### config.mk
export PLATFORM = sky130hd
export DESIGN_NAME = mips_tx_buffer_flat
export DESIGN_NICKNAME = d
export VERILOG_FILES = /design/src/rtl/mips_tx_buffer_if.sv /design/src/rtl/mips_tx_buffer.sv /design/src/flat_wrapper.sv
export SDC_FILE = /design/constraint.sdc
export NUM_CORES = 1
export LEC_CHECK = 0
export ABC_AREA = 1
export BUFFER_PORTS_ARGS = -buffer_cell sky130_fd_sc_hd__buf_4
export CORE_ASPECT_RATIO = 0.75
export CORE_MARGIN = 8
export CORE_UTILIZATION = 40
export CTS_CLUSTER_SIZE = 14
export DETAILED_ROUTE_END_ITERATION = 12
export GPL_ROUTABILITY_DRIVEN = 0
export GPL_TIMING_DRIVEN = 1
export HOLD_SLACK_MARGIN = 0.05
export SYNTH_ARGS = -nofsm -noshare
export SYNTH_HDL_FRONTEND = slang
export SYNTH_SLANG_ARGS = --single-unit
### constraint.sdc
create_clock -name clk -period 2.95 [get_ports clk]
set_clock_uncertainty 0.2 [all_clocks]
set_input_delay 0.4425 -clock clk [delete_from_list [all_inputs] [get_ports clk]]
set_output_delay 0.4425 -clock clk [all_outputs]
set_load 0.02 [all_outputs]
### src/rtl/mips_tx_buffer_if.sv
// Core/UART-side bus of the MIPS transmit buffer: word push port, FIFO status
// and the per-beat UART handshake.
interface mips_tx_buffer_if #(
   parameter int unsigned WORD_LENGTH = 32,
   parameter int unsigned DEPTH       = 8,
   parameter int unsigned BYTE_WIDTH  = 8
);
   localparam int unsigned AW = $clog2(DEPTH);

   logic                   push;
   logic [WORD_LENGTH-1:0] push_data;
   logic                   full;
   logic                   empty;
   logic [AW:0]            count;
   logic                   overflow;
   logic [BYTE_WIDTH-1:0]  tx_data;
   logic                   tx_start;
   logic                   TX_flag;
   logic                   busy;

   // master: core + UART side; slave: the buffer
   modport master (
      output push, push_data, TX_flag,
      input  full, empty, count, overflow, tx_data, tx_start, busy
   );

   modport slave (
      input  push, push_data, TX_flag,
      output full, empty, count, overflow, tx_data, tx_start, busy
   );
endinterface

### src/rtl/mips_tx_buffer.sv
// Word FIFO plus beat serialiser between the MIPS core and the UART.
// Define TXBUF_MSB_FIRST_EN to send the most-significant byte first.
module mips_tx_buffer #(
   parameter int unsigned WORD_LENGTH = 32,
   parameter int unsigned DEPTH       = 8,
   parameter int unsigned BYTE_WIDTH  = 8
) (
   input  logic             clk,
   input  logic             reset,
   mips_tx_buffer_if.slave  bus
);
   localparam int unsigned BEATS = WORD_LENGTH / BYTE_WIDTH;
   localparam int unsigned AW    = $clog2(DEPTH);
   localparam int unsigned BW    = (BEATS > 1) ? $clog2(BEATS) : 1;

   typedef enum logic [1:0] {IDLE, SEND, WAIT} state_t;

   state_t                 state;
   logic [WORD_LENGTH-1:0] mem [DEPTH];
   logic [AW-1:0]          wr_ptr;
   logic [AW-1:0]          rd_ptr;
   logic [AW:0]            count;
   logic                   full;
   logic                   empty;
   logic                   overflow;
   logic [WORD_LENGTH-1:0] sr;
   logic [BW-1:0]          beat;
   logic                   tx_start;
   logic                   busy;

   logic                   push_ok_c;
   logic                   pop_c;
   logic [AW:0]            count_nxt_c;

   // Full check uses the registered flag, so a same-edge pop never frees a slot
   always_comb begin
      push_ok_c   = bus.push && !full;
      pop_c       = (state == IDLE) && !empty;
      count_nxt_c = count;
      if (push_ok_c && !pop_c)
         count_nxt_c = count + (AW+1)'(1);
      else if (!push_ok_c && pop_c)
         count_nxt_c = count - (AW+1)'(1);
   end

   always_ff @(posedge clk) begin
      if (push_ok_c)
         mem[wr_ptr] <= bus.push_data;
   end

   always_ff @(posedge clk or negedge reset) begin
      if (!reset) begin
         wr_ptr   <= '0;
         rd_ptr   <= '0;
         count    <= '0;
         full     <= 1'b0;
         empty    <= 1'b1;
         overflow <= 1'b0;
      end else begin
         if (push_ok_c)
            wr_ptr <= wr_ptr + AW'(1);
         if (pop_c)
            rd_ptr <= rd_ptr + AW'(1);
         if (bus.push && full)
            overflow <= 1'b1;
         count <= count_nxt_c;
         full  <= (count_nxt_c == (AW+1)'(DEPTH));
         empty <= (count_nxt_c == '0);
      end
   end

   // Serialiser: one tx_start per beat, next beat only after TX_flag in WAIT
   always_ff @(posedge clk or negedge reset) begin
      if (!reset) begin
         state    <= IDLE;
         sr       <= '0;
         beat     <= '0;
         tx_start <= 1'b0;
         busy     <= 1'b0;
      end else begin
         case (state)
            IDLE: begin
               if (!empty) begin
                  sr       <= mem[rd_ptr];
                  beat     <= '0;
                  state    <= SEND;
                  tx_start <= 1'b1;
                  busy     <= 1'b1;
               end
            end
            SEND: begin
               state    <= WAIT;
               tx_start <= 1'b0;
            end
            WAIT: begin
               if (bus.TX_flag) begin
                  if (beat == BW'(BEATS-1)) begin
                     state <= IDLE;
                     busy  <= 1'b0;
                  end else begin
`ifdef TXBUF_MSB_FIRST_EN
                     sr <= sr << BYTE_WIDTH;
`else
                     sr <= sr >> BYTE_WIDTH;
`endif
                     beat     <= beat + BW'(1);
                     state    <= SEND;
                     tx_start <= 1'b1;
                  end
               end
            end
            default: begin
               state    <= IDLE;
               tx_start <= 1'b0;
               busy     <= 1'b0;
            end
         endcase
      end
   end

`ifdef TXBUF_MSB_FIRST_EN
   assign bus.tx_data = sr[WORD_LENGTH-1 -: BYTE_WIDTH];
`else
   assign bus.tx_data = sr[BYTE_WIDTH-1:0];
`endif
   assign bus.tx_start = tx_start;
   assign bus.busy     = busy;
   assign bus.full     = full;
   assign bus.empty    = empty;
   assign bus.count    = count;
   assign bus.overflow = overflow;
endmodule
### src/flat_wrapper.sv
// flat-port wrapper written by rule: the top's interface ports become plain ports
module mips_tx_buffer_flat 
#(
   parameter int unsigned WORD_LENGTH = 32,
   parameter int unsigned DEPTH       = 8,
   parameter int unsigned BYTE_WIDTH  = 8
)
  (clk, reset, bus_push, bus_push_data, bus_TX_flag, bus_full, bus_empty, bus_count, bus_overflow, bus_tx_data, bus_tx_start, bus_busy);
  mips_tx_buffer_if #(.WORD_LENGTH(WORD_LENGTH), .DEPTH(DEPTH), .BYTE_WIDTH(BYTE_WIDTH)) bus_i ();
  input  logic clk;
  input  logic reset;
  input wire logic [$bits(bus_i.push)-1:0] bus_push;
  input wire logic [$bits(bus_i.push_data)-1:0] bus_push_data;
  input wire logic [$bits(bus_i.TX_flag)-1:0] bus_TX_flag;
  output wire logic [$bits(bus_i.full)-1:0] bus_full;
  output wire logic [$bits(bus_i.empty)-1:0] bus_empty;
  output wire logic [$bits(bus_i.count)-1:0] bus_count;
  output wire logic [$bits(bus_i.overflow)-1:0] bus_overflow;
  output wire logic [$bits(bus_i.tx_data)-1:0] bus_tx_data;
  output wire logic [$bits(bus_i.tx_start)-1:0] bus_tx_start;
  output wire logic [$bits(bus_i.busy)-1:0] bus_busy;
  assign bus_i.push = bus_push;
  assign bus_i.push_data = bus_push_data;
  assign bus_i.TX_flag = bus_TX_flag;
  assign bus_full = bus_i.full;
  assign bus_empty = bus_i.empty;
  assign bus_count = bus_i.count;
  assign bus_overflow = bus_i.overflow;
  assign bus_tx_data = bus_i.tx_data;
  assign bus_tx_start = bus_i.tx_start;
  assign bus_busy = bus_i.busy;
  mips_tx_buffer #(.WORD_LENGTH(WORD_LENGTH), .DEPTH(DEPTH), .BYTE_WIDTH(BYTE_WIDTH)) u_core (.clk(clk), .reset(reset), .bus(bus_i));
endmodule
==> impl_metrics.json <==
{
  "yosysTopAreaCell": "edfxtp_1",
  "diodes": 0,
  "tns_ns": 0,
  "grt_use_total_pct": 15.55,
  "fin_cells": 1572,
  "core-area_um2": 31040,
  "reg2reg_depth": 8,
  "clockBufferDepth": 3,
  "setup_viol": 0,
  "dp_hpwl_mm": 16.66,
  "synth_sequential_area_ratio_pct": 71.67,
  "crit_type": "flop to flop",
  "dp.cells": 1483,
  "met1Wirelength_mm": 14.15,
  "setup_ws_ns": 0.6555,
  "critPathRequiredTime_ns": 3.23,
  "h-tree-depth": 1,
  "cts_inserted_buffers": 29,
  "synth-async-reset-ratio_pct": 16.61,
  "fillCellCount": 2806,
  "worstPathMaxFanout": 63,
  "wl_met2_mm": 12.73,
  "yosysTopAreaCellShare_pct": 61.46,
  "synth_common_cells": "edfxtp_1 (256), nor2_1 (193), nand2_1 (178)",
  "yosysWarnings": 0,
  "hp-start": "u_core.bus.overflow$_DFFE_PN0P_",
  "ios": 53,
  "ir_drop_mv": 0.5659,
  "multi_input_comb_area_um2": 3060,
  "r2r-start": "u_core.rd_ptr[0]$_DFFE_PN0P_",
  "grt_max_degree": 64,
  "synth-edff-count": 256,
  "rsz0062_at_grt": "false",
  "cts_tree": "yes",
  "rows": 56,
  "antenna_found_initial": 0,
  "syn_nets": 1110,
  "worstSetupStartpointType": "flop",
  "path_clk_slew_ns": 0.06,
  "hold_path_depth": 1,
  "yosysMostFrequentCell": "edfxtp_1",
  "reg2reg_slack_ns": 0.66,
  "r2r_end": "u_core.sr[24]$_DFFE_PN0P_",
  "fin_crit_sh_pct": 77.78,
  "grt_first_pass_wirelength_mm": 45.28,
  "syn_area_per_cell_um2": 11.70,
  "dieArea_um2": 37240,
  "final_hold_viol_count": 0,
  "wl_met3_mm": 1.673,
  "maxCapViolCount": 0,
  "wirelength_mm": 29.07,
  "period_needed_ns": 2.294,
  "drive_above_1_share_pct": 14.07,
  "clock_latency_ns": 0.55,
  "grt_pass1_vias": 7655,
  "slew_headroom_pct": 51.46,
  "areaGrowthSynthToFinish_pct": 16.97,
  "fmax_ghz": 0.4358,
  "synth_cells": 1069,
  "regArea_um2": 8971,
  "syn-cell-area_um2": 12510,
  "cts_sinks": 307,
  "start_util_pct": 40.30,
  "end_kind": "flop",
  "wire_per_inst_um": 18.49,
  "p_leak_uw": 0.005441,
  "cts_resized": 0,
  "postRouteAntennaNets": 0,
  "arrival_ns": 2.58,
  "clock-root-buffer": "clkbuf_16",
  "layout.nets": 1184,
  "status": "complete, no violations",
  "crit_path_start": "u_core.rd_ptr[0]$_DFFE_PN0P_",
  "first_iter_violations": 552,
  "power_density_nw_per_um2": 1036,
  "dr.pass1.iters": 5,
  "drc": 0,
  "synth_flop_cell": "edfxtp_1",
  "slew_viol_final": 0,
  "holdPathEnd": "u_core.bus.overflow$_DFFE_PN0P_",
  "synth_cell_types": 30,
  "highest_layer": "met4",
  "routed_via_density": 5.069,
  "overflow": 0,
  "synth_area_leaders": "edfxtp_1 (61%), dfrtp_1 (10%), nor2_1 (5.8%), nand2_1 (5.3%), nand3_1 (5.2%)",
  "vias": 7969,
  "tightest_slew_ns": 0.7281,
  "io_buffers": 52,
  "ys_seq_elements": 307,
  "hold_path_class": "flop to flop",
  "die_y_um": 169.1,
  "fp.dieW_um": 220.2,
  "post-place-ws_ns": 0.6524
}
-- cells in the final DEF (no fill, tap or decap), types with 2 or more instances in the layout --
master / n
a21oi_2: 14
nor2_4: 8
nand2_1: 178
clkbuf_1: 4
nor2_1: 185
clkinv_1: 3
nand3_1: 130
xor2_1: 3
o21ai_0: 67
dlygate4sd3_1: 35
inv_1: 31
nand2_2: 2
bufinv_16: 2
dfrtp_1: 47
buf_12: 5
nand2_4: 2
ha_1: 5
clkbuf_8: 8
o21ai_2: 2
inv_2: 5
o21ai_1: 20
nor2_2: 2
dfrtp_2: 2
a21oi_1: 17
o211ai_1: 18
edfxtp_1: 256
buf_4: 70
clkbuf_16: 29
clkinv_2: 7
-- through the flow --
stage          total power, uW  instance area [um2]  hold WS [ns]  util, %
2_1_floorplan             9904                12510      -0.05309        -
3_3_place_gp             11420                13310        0.2423    42.88
6_report                 15160                14630        0.2723    47.13
3_5_place_dp             11520                13310        0.2693    42.88
4_1_cts                  15320                14630        0.2836    47.13
5_1_grt                  16130                14630        0.2963    47.13
-- how the worst max path moves through the flow --
stage / endpoint / slack [ns] / cells after the start
after floorplan: u_core.mem[0][0]$_DFFE_PP_ / 0.01 / 4
after global placement: u_core.mem[5][15]$_DFFE_PP_ / 0.72 / 6
after detailed placement: u_core.mem[7][12]$_DFFE_PP_ / 0.65 / 6
after CTS: u_core.sr[24]$_DFFE_PN0P_ / 0.67 / 8
after global routing: u_core.sr[24]$_DFFE_PN0P_ / 0.52 / 8
final: u_core.sr[24]$_DFFE_PN0P_ / 0.66 / 8
-- area by class of cell --
class	count	share of cell area (%)
flip-flops and latches	307	61.32
multi-input cells	657	20.92
repair buffers	110	6.671
clock buffers	41	5.815
well taps	406	3.472
inverters	38	0.9920
clock inverters	13	0.8125
-- kinds of logic (layout without fill, tap and decap cells) --
| family | after synthesis | after routing | share of synthesized area, % |
|---|---|---|---|
| AOI/OAI and AO/OA | 139 | 139 | 6.422 |
| xor gates and xnor gates | 3 | 3 | 0.2101 |
| adders and majority gates | 5 | 5 | 0.5002 |
| buffers and inverters | 105 | 202 | 4.341 |
| DFF | 307 | 307 | 71.67 |
| and+or+nand+nor | 510 | 510 | 16.85 |
-- power breakdown --
group	internal, uW	total [uW]	switching [uW]
logic	1680	5290	3610
clock network	2180	3750	1570
registers	5650	6130	476
-- routing by layer --
metal | vias up | track usage, %
li1 | 3844 | -
met1 | 3864 | 23.48
met2 | 222 | 23.64
met3 | 39 | 2.244
met4 | 0 | 3.147
met5 | - | 0
-- sequential cells by signal, indices dropped and copies added (netlist names) --
name / count
u_core.beat: 2
u_core.bus.full: 1
u_core.bus.busy: 1
u_core.state: 2
u_core.mem: 256
u_core.bus.tx_start: 1
u_core.bus.overflow: 1
u_core.rd_ptr: 3
u_core.sr: 32
u_core.bus.count: 4
u_core.wr_ptr: 3
u_core.bus.empty: 1
-- worst max-delay path: stages (launching register included) --
cell,delay (ns)
dfrtp_4,0.63
inv_4,0.09
buf_4,0.53
nor2_1,0.11
nor2_1,0.10
o21ai_0,0.09
o211ai_1,0.13
nand3_1,0.19
nand2_1,0.10
-- repair_timing --
action	in CTS	in global routing
hold endpoints to repair	308	0
hold buffers	35	0
setup buffers	0	0
No activity file was read; power rests on OpenSTA's default activity.
